==> config.mk <==
export PLATFORM = sky130hd
export DESIGN_NAME = calc_bcd_acumulador
export DESIGN_NICKNAME = d
export VERILOG_FILES = /design/src/rtl/calc_pkg.sv /design/src/rtl/calc_bcd_acumulador_adder.sv /design/src/rtl/calc_bcd_acumulador.sv
export SDC_FILE = /design/constraint.sdc
export NUM_CORES = 1
export LEC_CHECK = 0
export CAP_MARGIN = 20
export CORE_MARGIN = 8
export CORE_UTILIZATION = 50
export CTS_CLUSTER_DIAMETER = 50
export DETAILED_ROUTE_END_ITERATION = 6
export PLACE_DENSITY = 0.77
export SYNTH_ARGS = -nofsm -noshare
export SYNTH_HDL_FRONTEND = slang
export SYNTH_SLANG_ARGS = --single-unit
==> constraint.sdc <==
create_clock -name clk -period 3.6 [get_ports clk]
set_input_delay 0.72 -clock clk [delete_from_list [all_inputs] [get_ports clk]]
set_output_delay 0.72 -clock clk [all_outputs]
set_load 0.01 [all_outputs]
==> src/rtl/calc_pkg.sv <==
// Shared types and constants for the BCD accumulator calculator.
// The CORRIGE state exists only when CALC_RESTA_EN is defined.
package calc_pkg;

   localparam int DIGIT_W = 4;

   typedef logic [DIGIT_W-1:0] bcd_t;

   localparam bcd_t BCD_MAX = 4'd9;

`ifdef CALC_RESTA_EN
   typedef enum logic [1:0] {
      ENTRADA   = 2'd0,
      SUMA      = 2'd1,
      CORRIGE   = 2'd2,
      RESULTADO = 2'd3
   } calc_estado_t;
`else
   typedef enum logic [1:0] {
      ENTRADA   = 2'd0,
      SUMA      = 2'd1,
      RESULTADO = 2'd3
   } calc_estado_t;
`endif

   function automatic bcd_t nueve_comp(bcd_t d);
      return BCD_MAX - d;
   endfunction

endpackage

==> src/rtl/calc_bcd_acumulador_adder.sv <==
// One-digit BCD adder: binary add, then +6 correction when the sum exceeds 9.
module bcd_digit_adder
   import calc_pkg::*;
(
   input  bcd_t a,
   input  bcd_t b,
   input  logic cin,
   output bcd_t s,
   output logic cout
);

   logic [4:0] bin;
   logic [4:0] adj;

   assign bin  = {1'b0, a} + {1'b0, b} + {4'b0000, cin};
   assign adj  = bin + 5'd6;
   assign cout = (bin > 5'd9);
   assign s    = cout ? adj[3:0] : bin[3:0];

endmodule

==> src/rtl/calc_bcd_acumulador.sv <==
// Keypad entry, digit-serial BCD accumulator and result presentation.
// Optional ten's-complement subtraction is enabled by defining CALC_RESTA_EN.
module calc_bcd_acumulador
   import calc_pkg::*;
#(
   parameter int DIGITS = 4
)
(
   input  logic                  clk,
   input  logic                  rst,
   input  logic                  push,
   input  logic [3:0]            entrada,
   input  logic                  guardar,
   input  logic                  finalizar,
`ifdef CALC_RESTA_EN
   input  logic                  resta,
`endif
   output logic [4*DIGITS-1:0]   numero,
   output logic [4*DIGITS-1:0]   resultado,
   output logic                  mostrar_res,
   output logic                  ocupado,
   output logic                  desborde,
   output logic                  negativo,
   output logic                  error_dig
);

   localparam int AW = DIGIT_W * (DIGITS + 1);
   localparam int NW = DIGIT_W * DIGITS;
   localparam int IW = $clog2(DIGITS + 1);
   localparam logic [IW-1:0] ULTIMO = IW'(DIGITS);

   calc_estado_t    estado_reg;
   logic [NW-1:0]   numero_reg;
   logic [NW-1:0]   res_reg;
   logic [AW-1:0]   acc_reg;
   logic [IW-1:0]   cuenta_reg;
   logic [IW-1:0]   idx_reg;
   logic            carry_reg;
   logic            final_reg;
   logic            mostrar_reg;
   logic            desborde_reg;
   logic            error_reg;

   bcd_t sum_a, sum_b, sum_s;
   logic sum_cin, sum_cout;
   logic digito_ok, lleno, desborde_det, bajos_cero;

`ifdef CALC_RESTA_EN
   logic            resta_reg;
   logic            negativo_reg;
   logic [NW-1:0]   corr_reg;
`endif

   // acc and numero rotate one digit per cycle, so the adder always sees digit 0.
   always_comb begin
      sum_a   = acc_reg[DIGIT_W-1:0];
      sum_b   = numero_reg[DIGIT_W-1:0];
      sum_cin = (idx_reg == '0) ? 1'b0 : carry_reg;
`ifdef CALC_RESTA_EN
      if (estado_reg == CORRIGE) begin
         sum_a   = '0;
         sum_b   = nueve_comp(acc_reg[DIGIT_W-1:0]);
         sum_cin = (idx_reg == '0) ? 1'b1 : carry_reg;
      end else if (resta_reg) begin
         sum_b   = nueve_comp(numero_reg[DIGIT_W-1:0]);
         sum_cin = (idx_reg == '0) ? 1'b1 : carry_reg;
      end
`endif
   end

   bcd_digit_adder u_adder (
      .a    (sum_a),
      .b    (sum_b),
      .cin  (sum_cin),
      .s    (sum_s),
      .cout (sum_cout)
   );

   assign digito_ok  = (entrada <= BCD_MAX);
   assign lleno      = (cuenta_reg == ULTIMO);
   assign bajos_cero = (acc_reg[AW-1:DIGIT_W] == '0);

`ifdef CALC_RESTA_EN
   assign desborde_det = ((sum_s != '0) && (sum_s != BCD_MAX)) ||
                         ((sum_s == BCD_MAX) && bajos_cero);
`else
   assign desborde_det = (sum_s != '0);
`endif

   always_ff @(posedge clk or negedge rst) begin
      if (!rst) begin
         estado_reg   <= ENTRADA;
         numero_reg   <= '0;
         res_reg      <= '0;
         acc_reg      <= '0;
         cuenta_reg   <= '0;
         idx_reg      <= '0;
         carry_reg    <= 1'b0;
         final_reg    <= 1'b0;
         mostrar_reg  <= 1'b0;
         desborde_reg <= 1'b0;
         error_reg    <= 1'b0;
`ifdef CALC_RESTA_EN
         resta_reg    <= 1'b0;
         negativo_reg <= 1'b0;
         corr_reg     <= '0;
`endif
      end else begin
         error_reg <= 1'b0;
         case (estado_reg)
            ENTRADA: begin
               if (finalizar || guardar) begin
                  final_reg  <= finalizar;
                  idx_reg    <= '0;
                  estado_reg <= SUMA;
`ifdef CALC_RESTA_EN
                  resta_reg  <= resta;
`endif
               end else if (push) begin
                  if (!digito_ok) begin
                     error_reg <= 1'b1;
                  end else if (!lleno) begin
                     numero_reg <= {numero_reg[NW-DIGIT_W-1:0], entrada};
                     cuenta_reg <= cuenta_reg + IW'(1);
                  end
               end
            end
            SUMA: begin
               acc_reg    <= {sum_s, acc_reg[AW-1:DIGIT_W]};
               numero_reg <= numero_reg >> DIGIT_W;
               carry_reg  <= sum_cout;
               idx_reg    <= idx_reg + IW'(1);
               if (idx_reg == ULTIMO) begin
                  cuenta_reg <= '0;
                  if (desborde_det)
                     desborde_reg <= 1'b1;
                  if (!final_reg) begin
                     estado_reg <= ENTRADA;
                  end else begin
`ifdef CALC_RESTA_EN
                     if (sum_s == BCD_MAX) begin
                        estado_reg <= CORRIGE;
                        idx_reg    <= '0;
                     end else begin
                        estado_reg   <= RESULTADO;
                        mostrar_reg  <= 1'b1;
                        res_reg      <= acc_reg[AW-1:DIGIT_W];
                        negativo_reg <= 1'b0;
                     end
`else
                     estado_reg  <= RESULTADO;
                     mostrar_reg <= 1'b1;
                     res_reg     <= acc_reg[AW-1:DIGIT_W];
`endif
                  end
               end
            end
`ifdef CALC_RESTA_EN
            // Negate acc into corr_reg; acc rotates back unchanged so chaining continues.
            CORRIGE: begin
               acc_reg   <= {acc_reg[DIGIT_W-1:0], acc_reg[AW-1:DIGIT_W]};
               carry_reg <= sum_cout;
               idx_reg   <= idx_reg + IW'(1);
               if (idx_reg != ULTIMO) begin
                  corr_reg <= {sum_s, corr_reg[NW-1:DIGIT_W]};
               end else begin
                  estado_reg   <= RESULTADO;
                  mostrar_reg  <= 1'b1;
                  res_reg      <= corr_reg;
                  negativo_reg <= 1'b1;
               end
            end
`endif
            RESULTADO: begin
               if (finalizar) begin
                  estado_reg <= RESULTADO;
               end else if (guardar) begin
                  mostrar_reg <= 1'b0;
                  estado_reg  <= ENTRADA;
               end else if (push) begin
                  if (!digito_ok) begin
                     error_reg <= 1'b1;
                  end else begin
                     acc_reg      <= '0;
                     desborde_reg <= 1'b0;
                     numero_reg   <= {{(NW-DIGIT_W){1'b0}}, entrada};
                     cuenta_reg   <= IW'(1);
                     mostrar_reg  <= 1'b0;
                     estado_reg   <= ENTRADA;
`ifdef CALC_RESTA_EN
                     negativo_reg <= 1'b0;
`endif
                  end
               end
            end
            default: estado_reg <= ENTRADA;
         endcase
      end
   end

   assign numero      = numero_reg;
   assign resultado   = res_reg;
   assign mostrar_res = mostrar_reg;
   assign desborde    = desborde_reg;
   assign error_dig   = error_reg;

`ifdef CALC_RESTA_EN
   assign ocupado  = (estado_reg == SUMA) || (estado_reg == CORRIGE);
   assign negativo = negativo_reg;
`else
   assign ocupado  = (estado_reg == SUMA);
   assign negativo = 1'b0;
`endif

endmodule

==> impl_metrics.toml <==
[floorplanning]
ios = 46
start_util_pct = 51.3
die-area_um2 = 8780
coreArea_um2 = 5890
die_w_um = 93.7
num_rows = 28
die_h_um = 93.7

[layout]
final_nets = 340
final_layout_size_suffix_gt1_share_pct = 17.7
nFillCells = 473
multi_input_area_um2 = 1340
stdcell_area_um2 = 3860
final_cell_mix = "dfrtp_1 (65), clkdlybuf4s50_1 (43), a22o_1 (21)"
final_common_cell = "dfrtp_1"
antenna_cells = 0
regArea_um2 = 1630
largest_register_ffs = 20
area_growth_pct = 28.0

[yosys]
yosysUniqueCellTypes = 43
yosysWarnings = 0
synthesis.area_um2 = 3020
synth_nets = 288
synthCells = 265
yosysSeqAreaShare_pct = 53.9
ys_ff_latch = 65
avgSynthCellArea_um2 = 11.4

[clocking]
cts_hold_buf = 0
clock_sinks = 65
root_buffer = "clkbuf_8"
h-tree-depth = 3
clkLatencyLatePin_ps = 340
cts.path.max_buffers = 2
cts.clk_slew.worst_paths_ps = 80
cts_tree = "built"
cts_buffers = 9

[drt]
routed_via_density = 5.89
ant_nets = 0
wire_per_inst_um = 17.6
drt_iter0_drc = 138
firstDrtPassIters = 5
routed_wl_mm = 6.99
drc_errors = 0
via_count = 2340

[worst_setup_path]
arrival_ps = 3710
rr_endpoint = "desborde$_DFFE_PN0P_"
end_kind = "flop"
cp_max_fo = 6
r2r_cells = 13
critPathKind = "flop to flop"
critPathRequiredTime_ps = 3850
r2r_start = "idx_reg[1]$_DFFE_PN0P_"
startpoint_type = "flop"
cp-startpoint = "idx_reg[1]$_DFFE_PN0P_"
ff2ff_setup_slack_ps = 150

[hold_path]
hold_path_class = "primary input to asynchronous set/reset pin"

[global_routing]
grt_pass1_wl_mm = 11.2
busiest_layer = "met2"
grt_pass1_vias = 2223
grt_max_degree = 36
grt_usage_pct = 16.3
gr-usage-met1_pct = 21.0
grt_use_met3_pct = 3.60
use_met2_pct = 24.9
antenna_found_initial = 0
grt-ovfl-total = 0

[placement]
placed_area_um2 = 3540
port_buffers = 44
gp_congestion = 0.831
dpl_worst_slack_ps = 41.1
dpl.hpwl_mm = 4.71

[power_and_ir_drop]
p_leak_nw = 1.76
vdd_drop_max_uv = 636
power.density_nw_per_um2 = 1190

[sta]
hold_viol_final = 0
period_share_pct = 95.9
setup_viol = 0
relSlewSlack_pct = 41.3
layout_min_cycle_time_ps = 3450
worstMarginPinSlew_ps = 877
fin_ws_ps = 146
hold_slack_ps = 420
fin_skew_ps = 9.00
slew_viol_final = 0
fmax_mhz = 290

[outcome]
outcome = "finished clean"

[job]
drv_cap = 0
==> synth_stat cells <==
master | instances | area share [%]
a22oi_1 | 13 | 3.2
o41ai_1 | 1 | 0.29
o311ai_0 | 1 | 0.29
ha_1 | 12 | 5.0
a21oi_1 | 17 | 2.8
clkbuf_1 | 9 | 1.1
buf_4 | 1 | 0.25
nand3b_1 | 1 | 0.25
a31o_1 | 1 | 0.29
o311ai_1 | 1 | 0.29
mux2_2 | 16 | 6.0
and3b_2 | 1 | 0.33
a32o_1 | 1 | 0.33
nor3b_1 | 1 | 0.25
fa_1 | 2 | 1.3
o31a_1 | 1 | 0.29
nand2_1 | 15 | 1.9
a22o_1 | 21 | 6.1
nand2b_1 | 1 | 0.21
a311oi_2 | 1 | 0.50
mux2i_1 | 3 | 0.99
inv_1 | 10 | 1.2
dfrtp_1 | 65 | 54
nand3_1 | 7 | 1.2
a21boi_0 | 2 | 0.50
nor2_1 | 19 | 2.4
a211oi_1 | 1 | 0.25
o21ai_0 | 14 | 2.3
or2_2 | 1 | 0.21
o21ba_2 | 1 | 0.33
nand4_1 | 1 | 0.21
a21o_1 | 2 | 0.50
o22ai_1 | 1 | 0.21
nor2b_1 | 5 | 1.0
mux2_4 | 1 | 0.50
o2111ai_1 | 1 | 0.29
a21o_2 | 1 | 0.29
a31oi_1 | 1 | 0.21
buf_2 | 4 | 0.66
xnor2_1 | 2 | 0.58
a41oi_1 | 3 | 0.87
conb_1 | 1 | 0.12
nor3_1 | 2 | 0.33
==> stage by stage <==
step | total power [mW] | TNS [ps] | util [%] | std cells
global placement | 3.50 | 0 | 60.1 | 377
global route | 4.94 | -17.8 | 65.6 | 397
detailed placement | 3.59 | 0 | 60.1 | 377
finish | 4.61 | 0 | 65.6 | 397
floorplan | 2.81 | 0 | - | 265
CTS | 4.41 | 0 | 64.6 | 393
==> logic make-up after synthesis <==
logic type               count (synthesis)  share of synthesized area [%]
buffers and inverters                   24                           3.27
AND/OR/NAND/NOR                         54                           8.21
XOR/XNOR                                 2                          0.580
other                                    1                          0.124
adder cells (fa/ha/maj)                 14                           6.30
multiplexers                            20                           7.46
flip-flops                              65                           53.9
AO/OA/AOI/OAI                           85                           20.2
==> critical path: stages (launching register included) <==
cell and delay [ps]:
dfrtp_1 400, inv_1 100, ha_4 150, a21boi_2 60
fa_2 390, fa_2 570, inv_2 60, ha_4 170
nor2b_1 130, a31o_1 190, o31a_1 330, mux2_4 320
a311oi_2 280, mux2i_1 210
==> layer usage <==
layer	up-vias	wire [um]
met4	0	127
met3	12	430
met2	71	3330
met1	1178	3110
met5	-	0
li1	1079	-
==> power breakdown <==
group,internal [mW],switching (mW)
Combinational,1.27,1.26
Clock,0.481,0.288
Sequential,1.05,0.268
Total,2.80,1.81
==> area by class of cell <==
type | instances | share of cell area (%)
Sequential cell | 65 | 42.1
Timing Repair Buffer | 55 | 13.4
Inverter | 10 | 0.972
Clock buffer | 10 | 3.56
Tap cell | 75 | 2.43
Clock inverter | 6 | 2.98
Multi-Input combinational cell | 176 | 34.6
==> timing repair <==
| item | 4_1_cts | 5_1_grt |
|---|---|---|
| resized for setup | 1 | 9 |
| pin swaps | 0 | 6 |
| buffers inserted | 0 | 4 |
| endpoints found under the setup margin | 1 | 1 |
==> worst max-delay path by stage <==
stage | end | cells past startpoint
final | desborde$_DFFE_PN0P_ | 13
after global routing | desborde$_DFFE_PN0P_ | 13
after CTS | desborde$_DFFE_PN0P_ | 13
after detailed placement | desborde$_DFFE_PN0P_ | 13
after global placement | desborde$_DFFE_PN0P_ | 13
after floorplan | desborde$_DFFE_PN0P_ | 13
Note: power is estimated with default switching activity, not from simulation.
==> RTL edit, RTL diff (config.mk and constraints unchanged) <==
Add a define of `CALC_RESTA_EN`.
--- a/src/rtl/calc_pkg.sv
+++ b/src/rtl/calc_pkg.sv
@@ -2,2 +2,4 @@
 // The CORRIGE state exists only when CALC_RESTA_EN is defined.
+`define CALC_RESTA_EN
+
 package calc_pkg;
Interface: changed (added resta); port bits go from 46 to 47. No check against the original RTL was run, so the function may have changed too.
==> RTL edit against the unedited design <==
- final cell count is 50% higher
- non-clock buffer count rose by 5
- worst setup slack better by 46 ps
- wire length is 38% higher
- area after synthesis increased by 41%
- critical path depth increased by 2
- sequential cell count increased by 18
- design area up 34%
- first-iteration DRC count up 59%
- critical path type unchanged
- largest cell class is now multi-input combinational cells
Power is not shown: default switching activity piles up to over one toggle a cycle in this logic, so the estimate is an artifact.
==> RTL edit: results (changes against the unedited design) <==
Outcome
  – Outcome: complete, no violations (unchanged)

Cells and area
  – Layout cells sized above 1: 14.9% (was 17.7%)
  – Register area: 2080 um2 (was 1630 um2)
  – Fillers: 679 (was 473)
  – Multi-input gate share of total cell area: 40.7% (was 34.6%)
  – Layout Nets: 511 (was 340)
  – Final-layout clock-cell area share: 3.95% (was 6.54%)
  – Inverter count: 16 (was 10)
  – Multi-In Gates: 315 (was 176)
  – Nonclk buf count: 60 (was 55)

Placed design
  – Port bufs: 46 (was 44)
  – HPWL after detailed placement: 6880 um (was 4710 um)
  – RePlAce Congestion: 0.827 (was 0.831)

Drt
  – Drt wl/cell: 16.2 um (was 17.6 um)
  – WL met1: 4400 um (was 3110 um)
  – Met2 wire len: 4730 um (was 3330 um)
  – Met3 WL: 440 um (was 430 um)
  – Vias per cell: 5.71 (was 5.89)
  – Detailed router's first-iteration violation count: 219 (was 138)
  – Uppermost layer routed: met4 (unchanged)

Synth
  – Post-Syn Nets: 463 (was 288)
  – Most frequent cells after synthesis: 83 x dfrtp_1, 74 x nand2_1, 50 x o21ai_0 (was 65 x dfrtp_1, 21 x a22o_1, 19 x nor2_1)
  – Top cells by area, synth: dfrtp_1 49%, nand2_1 6.5%, o21ai_0 5.9% (was dfrtp_1 54%, a22o_1 6.1%, mux2_2 6.0%)
  – Synth Register Bits: 83 (was 65)
  – Synth cell types: 52 (was 43)
  – Register area share after synthesis: 48.9% (was 53.9%)
  – XOR/XNOR share of the synthesized area: 1.21% (was 0.580%)
  – Proportion of synthesized area in mux cells: 10.1% (was 7.46%)
  – Synth Area in Compound Gates: 17.6% (was 20.2%)

Timing
  – Slew Viols, Final: 0 (unchanged)
  – Clock Skews: 12.2 ps (was 9.00 ps)
  – Min Hold Slack: 308 ps (was 420 ps)
  – Slew Limit Headroom: 45.4% (was 41.3%)

Global route
  – First-pass GRT wire length: 15800 um (was 11200 um)
  – Total GRT Usage: 16.7% (was 16.3%)
  – Vias in the first global route: 3249 (was 2223)

Clocking
  – Clock tree buffer depth: 2 (unchanged)

Critical path
  – Crit path DAT: 3640 ps (was 3710 ps)
  – Critical path origin: estado_reg[1] (was idx_reg[1])
  – Worst R2R End: negativo (was desborde)
  – R2R setup slack: 190 ps (was 150 ps)
  – Crit path max fanout: 8 (was 6)
  – Reg2reg path depth: 15 (was 13)
-- RTL edit: kinds of logic after synthesis --
kind of cell / count (synthesis)
muxes: 40
and+or+nand+nor: 131
DFF: 83
buffers and inverters: 39
AOI/OAI and AO/OA: 123
xor gates and xnor gates: 5
adders and majority gates: 16
-- RTL edit: per-layer routing --
metal | global-route usage (%) | vias up
li1 | - | 1640
met1 | 22.5 | 1671
met2 | 26.8 | 81
met3 | 3.81 | 8
met4 | 3.96 | 0
met5 | 0 | -
-- RTL edit: per-stage QoR --
step	setup slack, ps	util (%)	instance area, um2	instances
2_1_floorplan	45.4	-	4290	437
3_3_place_gp	191	58.9	4840	572
3_5_place_dp	49.9	58.9	4840	572
4_1_cts	13.3	61.4	5040	588
5_1_grt	28.2	63.1	5190	595
6_report	192	63.1	5190	595
-- RTL edit: what timing repair did --
action                                  CTS  global route
buffers inserted                          0             6
gates resized for setup                   0            12
endpoints found under the setup margin    0            21
